<file path="src/rtl/ps2_pkg.sv">
// Shared PS/2 definitions: transmitter state encoding and well-known command bytes.
// Imported by the host transmitter and the scan-code receiver.
package ps2_pkg;

    typedef enum logic [2:0] {
        ST_IDLE,
        ST_INHIBIT,
        ST_REQ,
        ST_SEND,
        ST_ACK,
        ST_WAIT_IDLE
    } ps2_state_e;

    localparam logic [7:0] PS2_CMD_SET_LED = 8'hED;
    localparam logic [7:0] PS2_CMD_RESET   = 8'hFF;
    localparam logic [7:0] PS2_CMD_ENABLE  = 8'hF4;
    localparam logic [7:0] PS2_ACK_BYTE    = 8'hFA;

    // PS/2 frames carry odd parity over the eight data bits.
    function automatic logic odd_parity(input logic [7:0] d);
        return ~^d;
    endfunction

endpackage

</file>
<file path="src/rtl/ps2_line_sync.sv">
// 3-flop synchronizer and edge detect for the PS/2 clock/data pins; 2-3 cycle latency.
// No backpressure: edge strobes are single-cycle and are lost if the consumer ignores them.
module ps2_line_sync (
    input  logic clk_i,
    input  logic rst_ni,
    input  logic ps2_clk_i,
    input  logic ps2_data_i,
    output logic clk_s_o,
    output logic data_s_o,
    output logic clk_fall_o,
    output logic clk_rise_o,
    output logic data_fall_o,
    output logic data_rise_o
);

    logic [2:0] clk_sync_q;
    logic [2:0] data_sync_q;

    // Lines idle high through their pull-ups, so reset to 1 to avoid a false edge.
    always_ff @(posedge clk_i or negedge rst_ni) begin
        if (!rst_ni) begin
            clk_sync_q  <= 3'b111;
            data_sync_q <= 3'b111;
        end else begin
            clk_sync_q  <= {clk_sync_q[1:0], ps2_clk_i};
            data_sync_q <= {data_sync_q[1:0], ps2_data_i};
        end
    end

    assign clk_s_o     = clk_sync_q[1];
    assign data_s_o    = data_sync_q[1];
    assign clk_fall_o  = (clk_sync_q[2:1] == 2'b10);
    assign clk_rise_o  = (clk_sync_q[2:1] == 2'b01);
    assign data_fall_o = (data_sync_q[2:1] == 2'b10);
    assign data_rise_o = (data_sync_q[2:1] == 2'b01);

endmodule

</file>
<file path="src/rtl/ps2_host_tx.sv">
// Host-to-device PS/2 command transmitter: inhibit, request-to-send, 11 device clocks, ACK check.
// Accepts one byte when idle (tx_ready_o); tx_valid_i is ignored until done_o/err_o returns it to idle.
module ps2_host_tx
    import ps2_pkg::*;
#(
    parameter int unsigned INHIBIT_CYCLES = 5000,
    parameter int unsigned TIMEOUT_CYCLES = 750000
) (
    input  logic       clk_i,
    input  logic       rst_ni,
    input  logic [7:0] tx_data_i,
    input  logic       tx_valid_i,
    output logic       tx_ready_o,
    input  logic       ps2_clk_i,
    input  logic       ps2_data_i,
    output logic       ps2_clk_oe_o,
    output logic       ps2_data_oe_o,
    output logic       busy_o,
    output logic       done_o,
    output logic       err_o
);

    localparam int unsigned INH_W = (INHIBIT_CYCLES > 1) ? $clog2(INHIBIT_CYCLES) : 1;
    localparam int unsigned TO_W  = (TIMEOUT_CYCLES > 1) ? $clog2(TIMEOUT_CYCLES) : 1;
    localparam logic [INH_W-1:0] INH_LAST = INH_W'(INHIBIT_CYCLES - 1);
    localparam logic [TO_W-1:0]  TO_LAST  = TO_W'(TIMEOUT_CYCLES - 1);

    logic clk_s, data_s, clk_fall, clk_rise, data_fall, data_rise;
    logic unused_edges;

    ps2_line_sync u_sync (
        .clk_i       (clk_i),
        .rst_ni      (rst_ni),
        .ps2_clk_i   (ps2_clk_i),
        .ps2_data_i  (ps2_data_i),
        .clk_s_o     (clk_s),
        .data_s_o    (data_s),
        .clk_fall_o  (clk_fall),
        .clk_rise_o  (clk_rise),
        .data_fall_o (data_fall),
        .data_rise_o (data_rise)
    );

    assign unused_edges = clk_rise ^ data_fall ^ data_rise;

    ps2_state_e       state_q, state_d;
    logic [9:0]       shift_q, shift_d;
    logic [3:0]       bit_cnt_q, bit_cnt_d;
    logic [INH_W-1:0] inh_cnt_q, inh_cnt_d;
    logic [TO_W-1:0]  to_cnt_q, to_cnt_d;
    logic             cur_bit_q, cur_bit_d;
    logic             ack_q, ack_d;
    logic             done_q, done_d;
    logic             err_q, err_d;
    logic             timeout;

    always_ff @(posedge clk_i or negedge rst_ni) begin
        if (!rst_ni) begin
            state_q   <= ST_IDLE;
            shift_q   <= '1;
            bit_cnt_q <= '0;
            inh_cnt_q <= '0;
            to_cnt_q  <= '0;
            cur_bit_q <= 1'b1;
            ack_q     <= 1'b0;
            done_q    <= 1'b0;
            err_q     <= 1'b0;
        end else begin
            state_q   <= state_d;
            shift_q   <= shift_d;
            bit_cnt_q <= bit_cnt_d;
            inh_cnt_q <= inh_cnt_d;
            to_cnt_q  <= to_cnt_d;
            cur_bit_q <= cur_bit_d;
            ack_q     <= ack_d;
            done_q    <= done_d;
            err_q     <= err_d;
        end
    end

    assign timeout = (to_cnt_q == TO_LAST);

    always_comb begin
        state_d   = state_q;
        shift_d   = shift_q;
        bit_cnt_d = bit_cnt_q;
        inh_cnt_d = inh_cnt_q;
        to_cnt_d  = to_cnt_q;
        cur_bit_d = cur_bit_q;
        ack_d     = ack_q;
        done_d    = 1'b0;
        err_d     = 1'b0;

        unique case (state_q)
            ST_IDLE: begin
                if (tx_valid_i) begin
                    shift_d   = {1'b1, odd_parity(tx_data_i), tx_data_i};
                    bit_cnt_d = '0;
                    inh_cnt_d = '0;
                    state_d   = ST_INHIBIT;
                end
            end
            ST_INHIBIT: begin
                if (inh_cnt_q == INH_LAST) state_d = ST_REQ;
                else                       inh_cnt_d = inh_cnt_q + 1'b1;
            end
            ST_REQ: begin
                to_cnt_d  = '0;
                cur_bit_d = 1'b0;
                state_d   = ST_SEND;
            end
            ST_SEND: begin
                if (timeout) begin
                    err_d   = 1'b1;
                    state_d = ST_IDLE;
                end else begin
                    to_cnt_d = to_cnt_q + 1'b1;
                    // Shift register is LSB-first: data[0..7], parity, stop.
                    if (clk_fall) begin
                        cur_bit_d = shift_q[0];
                        shift_d   = {1'b1, shift_q[9:1]};
                        bit_cnt_d = bit_cnt_q + 4'd1;
                        if (bit_cnt_q == 4'd9) state_d = ST_ACK;
                    end
                end
            end
            ST_ACK: begin
                if (timeout) begin
                    err_d   = 1'b1;
                    state_d = ST_IDLE;
                end else begin
                    to_cnt_d = to_cnt_q + 1'b1;
                    if (clk_fall) begin
                        ack_d   = ~data_s;
                        state_d = ST_WAIT_IDLE;
                    end
                end
            end
            ST_WAIT_IDLE: begin
                if (timeout) begin
                    err_d   = 1'b1;
                    state_d = ST_IDLE;
                end else begin
                    to_cnt_d = to_cnt_q + 1'b1;
                    if (clk_s && data_s) begin
                        done_d  = ack_q;
                        err_d   = ~ack_q;
                        state_d = ST_IDLE;
                    end
                end
            end
            default: state_d = ST_IDLE;
        endcase
    end

    // Outputs decode straight from state so an async reset releases the lines at once.
    assign tx_ready_o    = (state_q == ST_IDLE);
    assign busy_o        = (state_q != ST_IDLE);
    assign ps2_clk_oe_o  = (state_q == ST_INHIBIT) || (state_q == ST_REQ);
    assign ps2_data_oe_o = (state_q == ST_REQ) || ((state_q == ST_SEND) && !cur_bit_q);
    assign done_o        = done_q;
    assign err_o         = err_q;

endmodule

</file>
<file path="config.mk">
export PLATFORM = sky130hd
export DESIGN_NAME = ps2_host_tx
export DESIGN_NICKNAME = d
export VERILOG_FILES = /design/src/rtl/ps2_pkg.sv /design/src/rtl/ps2_line_sync.sv /design/src/rtl/ps2_host_tx.sv
export SDC_FILE = /design/constraint.sdc
export NUM_CORES = 1
export LEC_CHECK = 0
export CAP_MARGIN = 30
export CORE_MARGIN = 2
export CORE_UTILIZATION = 55
export CTS_BUF_LIST = sky130_fd_sc_hd__clkbuf_4 sky130_fd_sc_hd__clkbuf_8
export DETAILED_ROUTE_END_ITERATION = 7
export PLACE_DENSITY = 0.78
export SLEW_MARGIN = 20
export SYNTH_ARGS = -nofsm -noshare
export SYNTH_HDL_FRONTEND = slang
export SYNTH_SLANG_ARGS = --single-unit
</file>
<file path="constraint.sdc">
create_clock -name clk_i -period 1.8 [get_ports clk_i]
set_clock_uncertainty 0.2 [all_clocks]
set_input_delay 0.54 -clock clk_i [delete_from_list [all_inputs] [get_ports clk_i]]
set_output_delay 0.54 -clock clk_i [all_outputs]
set_load 0.01 [all_outputs]
</file>
==> flow_metrics.py, run 1 <==
metrics = {
    "clocking": {
        "clk_latency_ps": 350,
        "cts-root-buf": "clkbuf_8",
        "htreeDepth": 3,
        "cts.sinks": 58,
        "cts_hold_buffers": 0,
        "cts_buffers": 9,
        "cts.clk_slew.worst_paths_ps": 70,
        "cts_tree": "built",
        "cts.path.max_buffers": 2,
    },
    "route": {
        "drt_first_pass_iters": 4,
        "vias": 2975,
        "wl_per_cell_um": 21.7,
        "routed_via_density": 6.19,
        "remaining_drc_errors": 0,
        "finalWirelength_mm": 10.4,
        "ant_nets": 0,
        "initialDrtViolationCount": 179,
    },
    "grt": {
        "grt_overflow_total": 0,
        "grt_pass1_wl_mm": 13.7,
        "grt_pass1_vias": 2946,
        "grt_max_degree": 59,
        "antenna_found_initial": 0,
        "globalRouteTotalUtil": 0.294,
    },
    "place": {
        "hpwl_mm": 4.85,
        "port-buffer-count": 18,
        "gp_congestion": 0.820,
        "dpl_worst_slack_ps": -258,
        "placed_cells": 441,
    },
    "layout": {
        "fillCellCount": 218,
        "nets": 423,
        "multiInputGateArea_sq_um": 1870,
        "diodes": 0,
        "fin_cells": 481,
        "syn_to_final_growth_pct": 55.0,
        "drive_gt1_frac": 0.504,
        "regArea_sq_um": 1470,
        "final_core_util": 0.897,
    },
    "outcome": {
        "violations": "negative hold slack, negative setup slack",
        "outcome": "finished, violations left",
    },
    "power": {
        "internal_power_w": 0.00354,
        "p_per_area_nw_per_um2": 1210,
        "clkPwrFrac": 0.197,
        "combPwrFrac": 0.479,
        "seqPwrFrac": 0.324,
        "p_leak_nw": 2.02,
        "switchingPower_w": 0.00209,
        "p_sw_frac": 0.371,
        "ir_drop_uv": 1040,
    },
    "worst_setup_path": {
        "cp.required_ps": 1840,
        "cp_data_arrival_time_ps": 2140,
        "worstSetupStartpointType": "flop",
        "critPathCaptureType": "flop",
        "cp_max_fo": 4,
        "path_class": "reg2reg",
    },
    "sta": {
        "setup_violations": 55,
        "rsz0062_at_grt": "true",
        "slew_violations": 0,
        "fin_tns_setup_ps": -10710,
        "fin_crit_ps": 2100,
        "hold_viol": 17,
        "fin_ws_ps": -297,
        "timing.slew.headroom": 0.631,
        "clock.fmax_mhz": 477,
        "tightest_slew_ps": 552,
        "min_period_over_period": 1.17,
        "hold-worst-slack_ps": -28.1,
    },
    "logic_synthesis": {
        "yosys_warnings": 0,
        "ys_types": 55,
        "ys_seq_elements": 58,
        "synth_top_cells_by_area": "dfrtp_1 36%, dfstp_2 13%, xnor2_1 5.8%",
        "syn_area_per_cell_sq_um": 10.3,
        "synth_top_area_frac": 0.357,
        "syn_inst": 291,
        "synth-main-ff-cell": "dfrtp_1",
        "yosysTopAreaCell": "dfrtp_1",
        "synth_edf_count": 0,
        "async_flop_share": 1.00,
        "syn_area_sq_um": 3010,
        "yosysSeqAreaShare": 0.488,
        "syn-num-nets": 308,
    },
    "floorplan": {
        "start_util": 0.579,
        "design.core.area_sq_um": 5200,
        "io_pins": 19,
        "die-area_sq_um": 6080,
        "rows": 26,
        "die_x_um": 78,
        "die_y_um": 78,
    },
    "worst_hold_path": {
        "min_path_type": "in2async",
    },
    "flow_run": {
        "max_cap_viol_count": 0,
    },
}
power groups by stage:
stage          sequential [W]  clock (W)  combinational [W]
2_1_floorplan         0.00176          0            0.00100
5_1_grt               0.00184    0.00117            0.00285
3_3_place_gp          0.00178          0            0.00171
6_report              0.00183    0.00111            0.00270
4_1_cts               0.00179    0.00108            0.00210
3_5_place_dp          0.00180          0            0.00177
cells in the mapped netlist (2+ instances only):
library cell	instances
clkbuf_1	4
nand2b_1	5
dfstp_2	15
nand4_1	11
and3_1	5
buf_4	3
nor2_1	35
xnor2_1	20
o22a_1	9
o21ai_2	2
o21ai_0	8
dfrtp_1	43
mux2i_1	3
o21a_1	9
and4_1	3
nand2_1	19
inv_1	8
nor4_1	3
o211ai_1	5
a22oi_1	2
nand3_1	15
buf_2	2
ha_1	4
and2_1	3
buf_6	2
nor3_1	7
o31ai_1	3
or3_1	3
xor2_1	11
a21oi_1	4
flip-flops by register name, indices dropped and copies added (netlist names):
name	flops
state_q	3
to_cnt_q	20
u_sync.data_sync_q	2
shift_q	9
inh_cnt_q	13
cur_bit_q	1
bit_cnt_q	4
ack_q	1
u_sync.clk_sync_q	3
err_o	1
done_o	1
stage by stage:
stage,hold slack [ps],power [W],area [sq um]
6_report,-28.1,0.00564,4670
5_1_grt,28.1,0.00586,4670
4_1_cts,6.30,0.00496,4350
3_5_place_dp,149,0.00357,3860
3_3_place_gp,146,0.00349,3860
2_1_floorplan,44.4,0.00276,3090
cell families after synthesis:
kind of cell / after synthesis / synth area share
xor gates and xnor gates: 31 / 0.0902
buffers and inverters: 19 / 0.0332
and+or+nand+nor: 122 / 0.221
DFF: 58 / 0.488
AOI/OAI and AO/OA: 53 / 0.137
adders and majority gates: 4 / 0.0166
muxes: 4 / 0.0137
final timing paths:
path | start | depth (start not counted) | slack [ps] | end
min reg2reg | u_sync.clk_sync_q[0]$_DFF_PN1_ | 0 | 160 | u_sync.clk_sync_q[1]$_DFF_PN1_
max reg2reg | inh_cnt_q[5]$_DFFE_PN0P_ | 7 | -300 | inh_cnt_q[10]$_DFFE_PN0P_
max in group asynchronous | rst_ni | 2 | 1090 | shift_q[8]$_DFFE_PN1P_
min in group clk_i | u_sync.clk_sync_q[0]$_DFF_PN1_ | 0 | 160 | u_sync.clk_sync_q[1]$_DFF_PN1_
max | inh_cnt_q[5]$_DFFE_PN0P_ | 7 | -300 | inh_cnt_q[10]$_DFFE_PN0P_
min | rst_ni | 2 | -30 | to_cnt_q[0]$_DFFE_PN0P_
per-layer routing:
metal | track usage | share of wire | vias to the layer above
li1 | - | - | 1274
met1 | 0.317 | 0.36 | 1464
met2 | 0.536 | 0.52 | 165
met3 | 0.0651 | 0.053 | 72
met4 | 0.149 | 0.066 | 0
met5 | 0 | 0 | -
cell type report:
type,count,share of cell area
Inverter,8,0.00643
Clock inverter,3,0.00322
Multi-Input combinational cell,214,0.401
Timing Repair Buffer,115,0.221
Sequential cell,58,0.315
Clock buffer,13,0.0343
Tap cell,70,0.0188
critical path, cell delays in order, from the launching register on:
cell and delay, ps:
dfrtp_1 390, or4_4 580, o31ai_4 220, buf_6 170
buf_6 130, nor3_1 60, xnor2_1 170, nor2_1 60
placed cells by master (no fill, tap or decap), types with 10 or more instances in the layout:
| cell | instances |
|---|---|
| clkdlybuf4s50_1 | 11 |
| buf_4 | 69 |
| xnor2_1 | 15 |
| buf_6 | 25 |
| xor2_1 | 11 |
| dfrtp_1 | 41 |
| clkbuf_8 | 10 |
| nor2_1 | 29 |
| dfstp_2 | 15 |
| nand2_1 | 17 |
| nand4_1 | 11 |
repair_timing:
item,CTS,global route
gates resized for setup,75,50
endpoints found under the setup margin,56,56
gates cloned,0,1
endpoints found under the hold margin,0,0
setup buffers,17,11
pin swaps,38,39
(Power assumes the default switching activity.)
==> run 2: changes to the inputs <==
- CORE_UTILIZATION: 55 -> 61
- PLACE_DENSITY: 0.78 -> 0.82
- clock period: 1.8 -> 2.4 ns (I/O delays scaled with it)
==> flow_metrics.py, run 2 (synthesized netlist as in run 1, its figures left out) <==
metrics = {
    "layout": {
        "syn_to_final_growth_pct": 16.6,
        "regMostFlops": "to_cnt_q",
        "top_regs": "to_cnt_q: 20 flops, inh_cnt_q: 13 flops, shift_q: 9 flops",
        "diodes": 0,
        "largest_register_ffs": 20,
        "nets": 340,
        "final_common_cell": "dfrtp_1",
        "fillCellCount": 325,
        "layout_common_cells": "41 x dfrtp_1, 35 x nor2_1, 20 x xnor2_1",
        "drive_gt1_frac": 0.192,
        "final_core_util": 0.738,
    },
    "route": {
        "remaining_drc_errors": 0,
        "drt_first_pass_iters": 4,
        "vias": 2343,
        "wl_per_cell_um": 16.1,
        "initialDrtViolationCount": 163,
        "routed_via_density": 5.93,
        "ant_nets": 0,
        "finalWirelength_mm": 6.37,
    },
    "clocking": {
        "cts_tree": "built",
        "cts.sinks": 58,
        "cts.path.max_buffers": 2,
        "cts.clk_slew.worst_paths_ps": 60,
        "cts_resized": 7,
        "cts_buffers": 9,
        "cts_hold_buffers": 0,
        "htreeDepth": 3,
        "cts-root-buf": "clkbuf_8",
        "cts_setup_buffers": 0,
        "clk_latency_ps": 340,
    },
    "sta": {
        "setup_violations": 0,
        "timing.slew.headroom": 0.679,
        "hold_viol": 0,
        "clock.fmax_mhz": 430,
        "rsz0062_at_grt": "false",
        "min_period_over_period": 0.970,
        "slew_violations": 0,
        "fin_tns_setup_ps": 0,
        "fin_crit_ps": 2330,
        "tightest_slew_ps": 481,
    },
    "floorplan": {
        "rows": 25,
        "start_util": 0.633,
        "die_x_um": 74.3,
        "die_y_um": 74.3,
        "io_pins": 19,
        "design.core.area_sq_um": 4750,
        "die-area_sq_um": 5520,
    },
    "grt": {
        "grt_pass1_vias": 2315,
        "antenna_found_initial": 0,
        "grt_pass1_wl_mm": 10.5,
        "grt_max_degree": 59,
        "grt_overflow_total": 0,
        "globalRouteTotalUtil": 0.257,
    },
    "power": {
        "ir_drop_uv": 630,
        "p_leak_nw": 1.45,
        "p_per_area_nw_per_um2": 923,
    },
    "worst_setup_path": {
        "slowest_delay_ps": 460,
        "path_cells": "nor3_4, inv_1, dlygate4sd2_1",
        "cp.required_ps": 1480,
        "critPathCaptureType": "output pin",
        "cp_data_arrival_time_ps": 1410,
        "ff2ff_path_depth": 7,
        "r2r-start": "inh_cnt_q[0]$_DFFE_PN0P_",
        "ff2ff_setup_slack_ps": 150,
        "cp.buffers_inverters": 2,
        "crit_path_top_delay_cell": "dfrtp_2",
        "path_class": "reg2out",
        "cp_max_fo": 5,
        "worstSetupStartpointType": "flop",
        "critical_path.top_delay_family": "flip-flops",
        "r2r-end": "inh_cnt_q[5]$_DFFE_PN0P_",
    },
    "worst_hold_path": {
        "hold_path_end": "u_sync.clk_sync_q[1]$_DFF_PN1_",
        "hp-start": "u_sync.clk_sync_q[0]$_DFF_PN1_",
        "min_path_type": "reg2reg",
        "hold_depth": 0,
    },
    "place": {
        "gp_congestion": 0.846,
        "port-buffer-count": 18,
        "hpwl_mm": 4.42,
    },
    "outcome": {
        "outcome": "completed",
    },
    "flow_run": {
        "max_cap_viol_count": 0,
    },
}
-- run 2: worst max path at each step --
stage                                   startpoint                endpoint  slack [ps]  depth (start not counted)
after floorplan           inh_cnt_q[6]$_DFFE_PN0P_  state_q[1]$_DFFE_PN0P_         470                          4
after global placement      state_q[0]$_DFFE_PN0P_            ps2_clk_oe_o         190                          3
after detailed placement    state_q[0]$_DFFE_PN0P_            ps2_clk_oe_o         150                          3
after CTS                   state_q[1]$_DFFE_PN0P_                  busy_o          60                          3
after global routing        state_q[1]$_DFFE_PN0P_                  busy_o           7                          3
final                       state_q[1]$_DFFE_PN0P_                  busy_o          70                          3
-- run 2: report_power, final --
part / internal [W] / leakage [nW] / total (W) / switching, W
registers: 0.00121 / 0.745 / 0.00138 / 0.000173
logic: 0.000444 / 0.601 / 0.00101 / 0.000568
clock network: 0.000490 / 0.102 / 0.000849 / 0.000359
total: 0.00214 / 1.45 / 0.00324 / 0.00110
-- run 2: routing by layer --
metal | vias up | wire length, um | GRT usage | share of wire
met1 | 1166 | 3010 | 0.334 | 0.47
met4 | 0 | 174 | 0.143 | 0.027
met3 | 16 | 199 | 0.0528 | 0.031
li1 | 1109 | - | - | -
met5 | - | 0 | 0 | 0
met2 | 52 | 2980 | 0.405 | 0.47
-- run 2: layout make-up --
| class | count | area, sq um | share of cell area |
|---|---|---|---|
| Clock buffer | 16 | 189 | 0.0538 |
| Inverter | 8 | 30.0 | 0.00855 |
| Multi-Input combinational cell | 214 | 1450 | 0.412 |
| Sequential cell | 58 | 1470 | 0.419 |
| Tap cell | 67 | 83.8 | 0.0239 |
| Timing Repair Buffer | 32 | 288 | 0.0820 |
-- run 2: metrics by stage --
stage	power [W]	std cells	area [sq um]	hold WS, ps	setup slack (ps)
after global placement	0.00236	379	3320	146	186
after detailed placement	0.00241	379	3320	149	150
after global routing	0.00342	395	3510	163	6.77
after floorplan	0.00202	291	3010	145	471
after CTS	0.00325	395	3510	158	63.6
final	0.00324	395	3510	155	73.2
